`src/rtl/seq_divider32.sv`:
```
// Radix-2 restoring divider: one quotient bit per clock, start/busy/done handshake.
// Define DIV_SIGNED_EN to enable signed division selected by sign_op.
module seq_divider32 #(
  parameter int WIDTH = 32
) (
  input  logic             clk,
  input  logic             rst_n,
  input  logic             start,
  input  logic             sign_op,
  input  logic [WIDTH-1:0] dividend,
  input  logic [WIDTH-1:0] divisor,
  output logic             busy,
  output logic             done,
  output logic [WIDTH-1:0] quotient,
  output logic [WIDTH-1:0] remainder,
  output logic             div_zero
);

  localparam int CW = $clog2(WIDTH);

  typedef enum logic [1:0] {
    IDLE,
    CALC,
    FIX,
    DONE
  } state_t;

  state_t state, state_nx;

  logic [CW-1:0]    cnt;
  logic [WIDTH-1:0] rem;
  logic [WIDTH-1:0] quo;
  logic [WIDTH-1:0] dvs;
  logic [WIDTH:0]   shifted;
  logic [WIDTH:0]   diff;
  logic [WIDTH-1:0] a_mag;
  logic [WIDTH-1:0] b_mag;
  logic [WIDTH-1:0] q_fix;
  logic [WIDTH-1:0] r_fix;
  logic             div0;

  assign div0    = (divisor == '0);
  assign shifted = {rem, quo[WIDTH-1]};
  assign diff    = shifted - {1'b0, dvs};

`ifdef DIV_SIGNED_EN
  logic a_neg;
  logic b_neg;
  logic neg_q;
  logic neg_r;

  assign a_neg = sign_op & dividend[WIDTH-1];
  assign b_neg = sign_op & divisor[WIDTH-1];
  assign a_mag = a_neg ? -dividend : dividend;
  assign b_mag = b_neg ? -divisor : divisor;
  assign q_fix = neg_q ? -quo : quo;
  assign r_fix = neg_r ? -rem : rem;

  always_ff @(posedge clk or negedge rst_n) begin
    if (!rst_n) begin
      neg_q <= 1'b0;
      neg_r <= 1'b0;
    end else if (state == IDLE && start && !div0) begin
      neg_q <= a_neg ^ b_neg;
      neg_r <= a_neg;
    end
  end
`else
  logic sign_unused;

  assign sign_unused = sign_op;
  assign a_mag       = dividend;
  assign b_mag       = divisor;
  assign q_fix       = quo;
  assign r_fix       = rem;
`endif

  always_ff @(posedge clk or negedge rst_n) begin
    if (!rst_n) state <= IDLE;
    else        state <= state_nx;
  end

  always_comb begin
    state_nx = state;
    unique case (state)
      IDLE: if (start) state_nx = div0 ? DONE : CALC;
      CALC: if (cnt == '0) state_nx = FIX;
      FIX:  state_nx = DONE;
      DONE: state_nx = IDLE;
      default: state_nx = IDLE;
    endcase
  end

  assign busy = (state != IDLE);
  assign done = (state == DONE);

  always_ff @(posedge clk or negedge rst_n) begin
    if (!rst_n) begin
      cnt       <= '0;
      rem       <= '0;
      quo       <= '0;
      dvs       <= '0;
      quotient  <= '0;
      remainder <= '0;
      div_zero  <= 1'b0;
    end else begin
      unique case (state)
        IDLE: begin
          if (start && div0) begin
            quotient  <= '1;
            remainder <= dividend;
            div_zero  <= 1'b1;
          end else if (start) begin
            rem <= '0;
            quo <= a_mag;
            dvs <= b_mag;
            cnt <= CW'(WIDTH - 1);
          end
        end
        CALC: begin
          // diff[WIDTH] set means the trial subtract went negative
          cnt <= cnt - CW'(1);
          quo <= {quo[WIDTH-2:0], ~diff[WIDTH]};
          rem <= diff[WIDTH] ? shifted[WIDTH-1:0]
                             : diff[WIDTH-1:0];
        end
        FIX: begin
          quotient  <= q_fix;
          remainder <= r_fix;
          div_zero  <= 1'b0;
        end
        default: ;
      endcase
    end
  end

endmodule

```
`config.mk`:
```
export PLATFORM = sky130hd
export DESIGN_NAME = seq_divider32
export DESIGN_NICKNAME = d
export VERILOG_FILES = /design/src/rtl/seq_divider32.sv
export SDC_FILE = /design/constraint.sdc
export NUM_CORES = 1
export LEC_CHECK = 0
export ABC_AREA = 1
export BUFFER_PORTS_ARGS = -buffer_cell sky130_fd_sc_hd__buf_2
export CAP_MARGIN = 15
export CORE_MARGIN = 4
export CORE_UTILIZATION = 35
export DETAILED_ROUTE_END_ITERATION = 7
export GPL_TIMING_DRIVEN = 0
export SLEW_MARGIN = 20
export SYNTH_ARGS = -nofsm -noshare
export SYNTH_HDL_FRONTEND = slang
export SYNTH_SLANG_ARGS = --single-unit
export TNS_END_PERCENT = 100
```
`constraint.sdc`:
```
create_clock -name clk -period 2.6 [get_ports clk]
set_input_delay 0.26 -clock clk [delete_from_list [all_inputs] [get_ports clk]]
set_output_delay 0.26 -clock clk [all_outputs]
set_load 0.05 [all_outputs]
```
* After elaboration in Yosys (flattened, before gate mapping) *
Cells that the tools add are included.

storage, ports and cells
  logic and storage cells = 50
  bits of input ports = 68
  register bits = 168
  output and inout port bits = 67

cells by class
  add/subtract/negate cells = 2
  equality and inequality tests = 7
  bitwise logic cells = 2
  mux-type cells = 20
  reductions and logical operators = 11

operators by type and width
  operator                                                               count
  32-bit one-hot mux with 2 select lines                                 4
  32-bit two-way mux                                                     7
  33-bit by 32-bit subtractor with 33-bit output                         1
  32-bit logical NOT                                                     1
  5-bit two-way mux                                                      2
  5-bit one-hot mux with 2 select lines                                  1
  2-bit != test, second input constant                                   4
  2-bit one-hot mux with 4 select lines                                  1
  2-bit two-way mux                                                      3
  3-bit AND reduction                                                    2
  2-bit nonzero test                                                     3
  5-bit logical NOT                                                      1
  5-bit by 1-bit subtractor with 5-bit output, second input constant     1
  2-bit equality test, second input constant                             2
  2-bit AND reduction                                                    2
  2-bit by 1-bit equality test with 1-bit output, second input constant  1
  2-bit logical NOT                                                      1
  1-bit NOT                                                              2
  1-bit one-hot mux with 2 select lines                                  1
  1-bit logical AND                                                      1
  1-bit two-way mux                                                      1

* Longest topological paths before layout *
  depth after elaboration = 4
  gate-level depth with buffers = 19
  depth with buffers taken out = 18

* Worst setup path before layout *
No wires, ideal clock.

  kind = register to register
  start = reg quo[31], in the netlist q_fix[31]
  end = reg rem[27], in the netlist r_fix[27]
  data required time = 2.483 ns
  arrival time = 2.043 ns
  library setup time = 0.117 ns
  period minus slack after synthesis = 2.160 ns
  stages on the path, launching flop included = 20
  path buffers = 1
  path slack = 0.440 ns
  cell sequence = dfrtp_1 -> inv_1 -> ha_1 -> inv_1 -> fa_1 -> nand2_1 -> nand2_1 -> nand3_1 -> nand2_2 -> nand2_1 -> nand2_2 -> nand2_2 -> nand2_2 -> nand2_2 -> nand2_4 -> buf_6 -> nand2_1 -> nand2_1 -> nand2_1 -> nand2_1

between the ends
  cells in the longest elaborated chain, start to end = 3

RTL lines
  element                                         RTL line  RTL
  from (decl)                                     32        logic [WIDTH-1:0] quo;
  from (signal assigned)                          115       quo <= a_mag;
  from (signal assigned)                          123       quo <= {quo[WIDTH-2:0], ~diff[WIDTH]};
  33-bit by 32-bit subtractor with 33-bit output  44        assign diff = shifted - {1'b0, dvs};
  32-bit two-way mux                              124       rem <= diff[WIDTH] ? shifted[WIDTH-1:0]
  32-bit one-hot mux with 2 select lines          107       unique case (state)
  to (signal assigned)                            124
  to (decl)                                       31        logic [WIDTH-1:0] rem;

No other way between the ends.
A chain may end at the register's enable or synchronous reset.

* Final worst setup path *
  start = reg quo[31], in the netlist q_fix[31]
  end = reg rem[25], in the netlist r_fix[25]

Same word-level chain as after synthesis.

==> results.yml <==
min_path:
  hp-class: "input pin to register"
  hp-start: "divisor[6]"
  hold_end: "dvs[6]$_DFFE_PN0P_"
  hold_depth: 3
detailed_routing:
  first_pass_iters: 5
  wire_per_inst_um: 14.6
  viasPerCell: 4.68
  ant_nets: 0
  drc: 0
  finalWirelength_um: 29600
  via_count: 9514
  drtIter0Drc: 657
timing:
  worst_pin_slew_ps: 746
  hold_ws_ps: 89.6
  max_freq_mhz: 415
  hold_viol_final: 0
  relSlewSlack_pct: 50.3
  setup_violations: 0
  setup_tns_ps: 0
  period_share_pct: 92.7
  fin_skew_ps: 10.3
  final_max_slew_viol_count: 0
  min_period_ps: 2410
yosys:
  synthMuxAreaShare_pct: 0
  ys_ff_latch: 168
  netlist.area_leader.share_pct: 40.8
  syn_area_um2: 10300
  synth_compound_area_share_pct: 11.2
  synth_top_family_by_area: "simple AND/OR/NAND/NOR gates"
  avgSynthCellArea_um2: 6.97
  synthAdderAreaFrac_pct: 4.93
  synth_area_leader_cell: "dfrtp_1"
  yosys_warnings: 0
  synth.distinct_cells: 37
  synth_nets: 1588
  ys_seq_area_share_pct: 40.8
  yosys.area_share.simple_pct: 29.2
  synthCells: 1480
  synth-xor-area-share_pct: 1.44
  synth_area_leaders: "dfrtp_1 (41%), nand2_1 (18%), inv_1 (9.4%)"
worst_setup_path:
  reg2regPathDepth: 19
  r2r_setup_slack_ps: 190
  cp_max_fo: 10
  critPathMaxStageDelay_ps: 370
  cp_common_cell: "nand2_1"
  path_class: "register to register"
  r2r_end: "r_fix[25]$_DFFE_PN0P_"
  crit_chain: "inv_2, ha_1, inv_1, fa_2, nand2_1, nand2_1, nand3_2, nand2_2, nand2_1, nand2_2, nand2_4, nand2_2, nand2_4, nand2_4, buf_6, nand2_1, nand2_1, nand2_1, nand2_1"
  crit_path_end_kind: "register"
  critical_path_arrival_ps: 2730
  cpLargestDelayFamily: "simple AND/OR/NAND/NOR gates"
  cp_slowest_cell: "dfrtp_1"
  cp_num_buf_inv: 3
  startpoint_type: "register"
  timing.rr.start: "q_fix[31]$_DFFE_PN0P_"
  worstSetupPathDepth: 19
  critPathRequiredTime_ps: 2920
floorplan:
  initial_core_util_pct: 35.7
  die_x_um: 180
  die_area_um2: 32300
  io_pins: 135
  num_rows: 62
  die_h_um: 180
  core_um2: 28900
clock_tree:
  root_buffer: "clkbuf_16"
  cts_tree: "built"
  cts.sinks: 168
  cts.path.max_buffers: 2
  clk_pin_slew_worst_paths_ps: 70
  cts_buffers: 17
  insertion_delay_ps: 440
  cts.htree.levels: 4
grt:
  grtUsageTotal_pct: 18.5
  grt_overflow: 0
  grt_pass1_vias: 9352
  grt_pass1_wl_um: 48500
  antenna_found_initial: 0
  grt_max_degree: 96
final_layout:
  finalNetCount: 1745
  antennaDiodeCount: 0
  multiInputGateArea_um2: 4860
  synthToLayoutAreaGrowth_pct: 18.1
  final_util_pct: 42.2
  design_area_um2: 12200
  fillers: 3099
  seq_area_um2: 4200
  drive_gt1_share_pct: 13.5
placed_design:
  dp_hpwl_um: 24100
  dpl_cell_area_um2: 11500
  place_congestion: 0.952
  port_buffers: 133
status:
  status: "completed"
job:
  drv_cap: 0
[through the flow]
step / worst slack (ps) / cells
global route: -2.67 / 2034
global placement: -1340 / 1997
finish: 190 / 2034
CTS: 55.1 / 2031
detailed placement: 17.9 / 1998
floorplan: 440 / 1480
[area by class of cell]
cell class,count,share of cell area [%]
buffer,60,2.44
clock buffer,18,3.61
clock inverter,14,1.32
inverter,264,8.14
multi-input combinational,987,39.9
sequential,168,34.5
tap,384,3.95
timing repair buffer,139,6.10
[registers in the layout, indices dropped and copies added, names as in the netlist]
signal     cells
dvs           32
q_fix         32
quotient      32
r_fix         32
remainder     32
cnt            5
state          2
div_zero       1
[timing repair]
action                                  4_1_cts  5_1_grt
hold buffers                                  1        0
pin swaps                                     0        3
gates resized for setup                       1       10
setup buffers                                 0        4
endpoints found under the setup margin        5       40
hold endpoints to repair                     94        0
[worst reg2reg max path, stage by stage (launching register included)]
cell	delay, ps
dfrtp_1	370
inv_2	100
ha_1	160
inv_1	70
fa_2	350
nand2_1	70
nand2_1	100
nand3_2	90
nand2_2	80
nand2_1	80
nand2_2	90
nand2_4	110
nand2_2	80
nand2_4	90
nand2_4	80
buf_6	150
nand2_1	70
nand2_1	60
nand2_1	50
nand2_1	40
[routing by layer]
| metal | vias to the layer above | global-route usage (%) | share of wire (%) |
|---|---|---|---|
| li1 | 4949 | - | - |
| met1 | 4303 | 26.1 | 49 |
| met2 | 226 | 29.7 | 44 |
| met3 | 36 | 3.42 | 5.1 |
| met4 | 0 | 3.99 | 1.6 |
| met5 | - | 0 | 0 |
[how the worst max path moves through the flow]
stage / startpoint / to / slack [ps]
after floorplan: q_fix[31]$_DFFE_PN0P_ / r_fix[27]$_DFFE_PN0P_ / 440
after global placement: rst_n / dvs[29]$_DFFE_PN0P_ / -1340
after detailed placement: q_fix[31]$_DFFE_PN0P_ / r_fix[21]$_DFFE_PN0P_ / 20
after CTS: q_fix[31]$_DFFE_PN0P_ / r_fix[21]$_DFFE_PN0P_ / 60
after global routing: q_fix[31]$_DFFE_PN0P_ / r_fix[18]$_DFFE_PN0P_ / -3
final: q_fix[31]$_DFFE_PN0P_ / r_fix[25]$_DFFE_PN0P_ / 190
[Yosys cell counts]
| cell | n |
|---|---|
| nand2_2 | 9 |
| a21oi_1 | 22 |
| o211ai_1 | 30 |
| nor2_4 | 2 |
| nor3_2 | 2 |
| o21bai_1 | 2 |
| o21ai_0 | 68 |
| nand2_1 | 484 |
| a21o_1 | 1 |
| a22oi_1 | 2 |
| or2_1 | 1 |
| xor2_1 | 4 |
| buf_2 | 15 |
| clkbuf_1 | 35 |
| a21oi_2 | 2 |
| buf_6 | 4 |
| fa_1 | 1 |
| o22ai_1 | 1 |
| ha_1 | 39 |
| buf_1 | 3 |
| buf_4 | 4 |
| inv_1 | 259 |
| nand4_1 | 15 |
| o21ai_1 | 4 |
| nand3b_1 | 2 |
| nor2_1 | 115 |
| nor3_1 | 8 |
| nand3_2 | 1 |
| nand3_1 | 86 |
| a31oi_1 | 64 |
| xnor2_1 | 13 |
| dfrtp_1 | 168 |
| clkinv_1 | 1 |
| and2_1 | 5 |
| nand2_4 | 2 |
| inv_2 | 4 |
| nor2_2 | 2 |
[cell families after synthesis]
kind of cell | after synthesis
adder cells (fa/ha/maj) | 40
flip-flops | 168
buffers and inverters | 325
AO/OA/AOI/OAI | 196
XOR/XNOR | 17
AND/OR/NAND/NOR | 734
[cell usage in the layout (no fill, tap or decap), types with 13 or more instances in the layout]
cell type  count
xnor2_1       13
nand3_1       85
a21oi_1       21
inv_1        258
nand2_1      484
nand4_1       15
o21ai_0       68
dfrtp_1      168
clkbuf_16     17
a31oi_1       64
clkbuf_1      34
nor2_1       115
o211ai_1      30
ha_1          38
buf_2        147
Power is left out: the tool's default activity adds up to more than one toggle a clock period on the data nets, which glitch-free logic cannot reach.
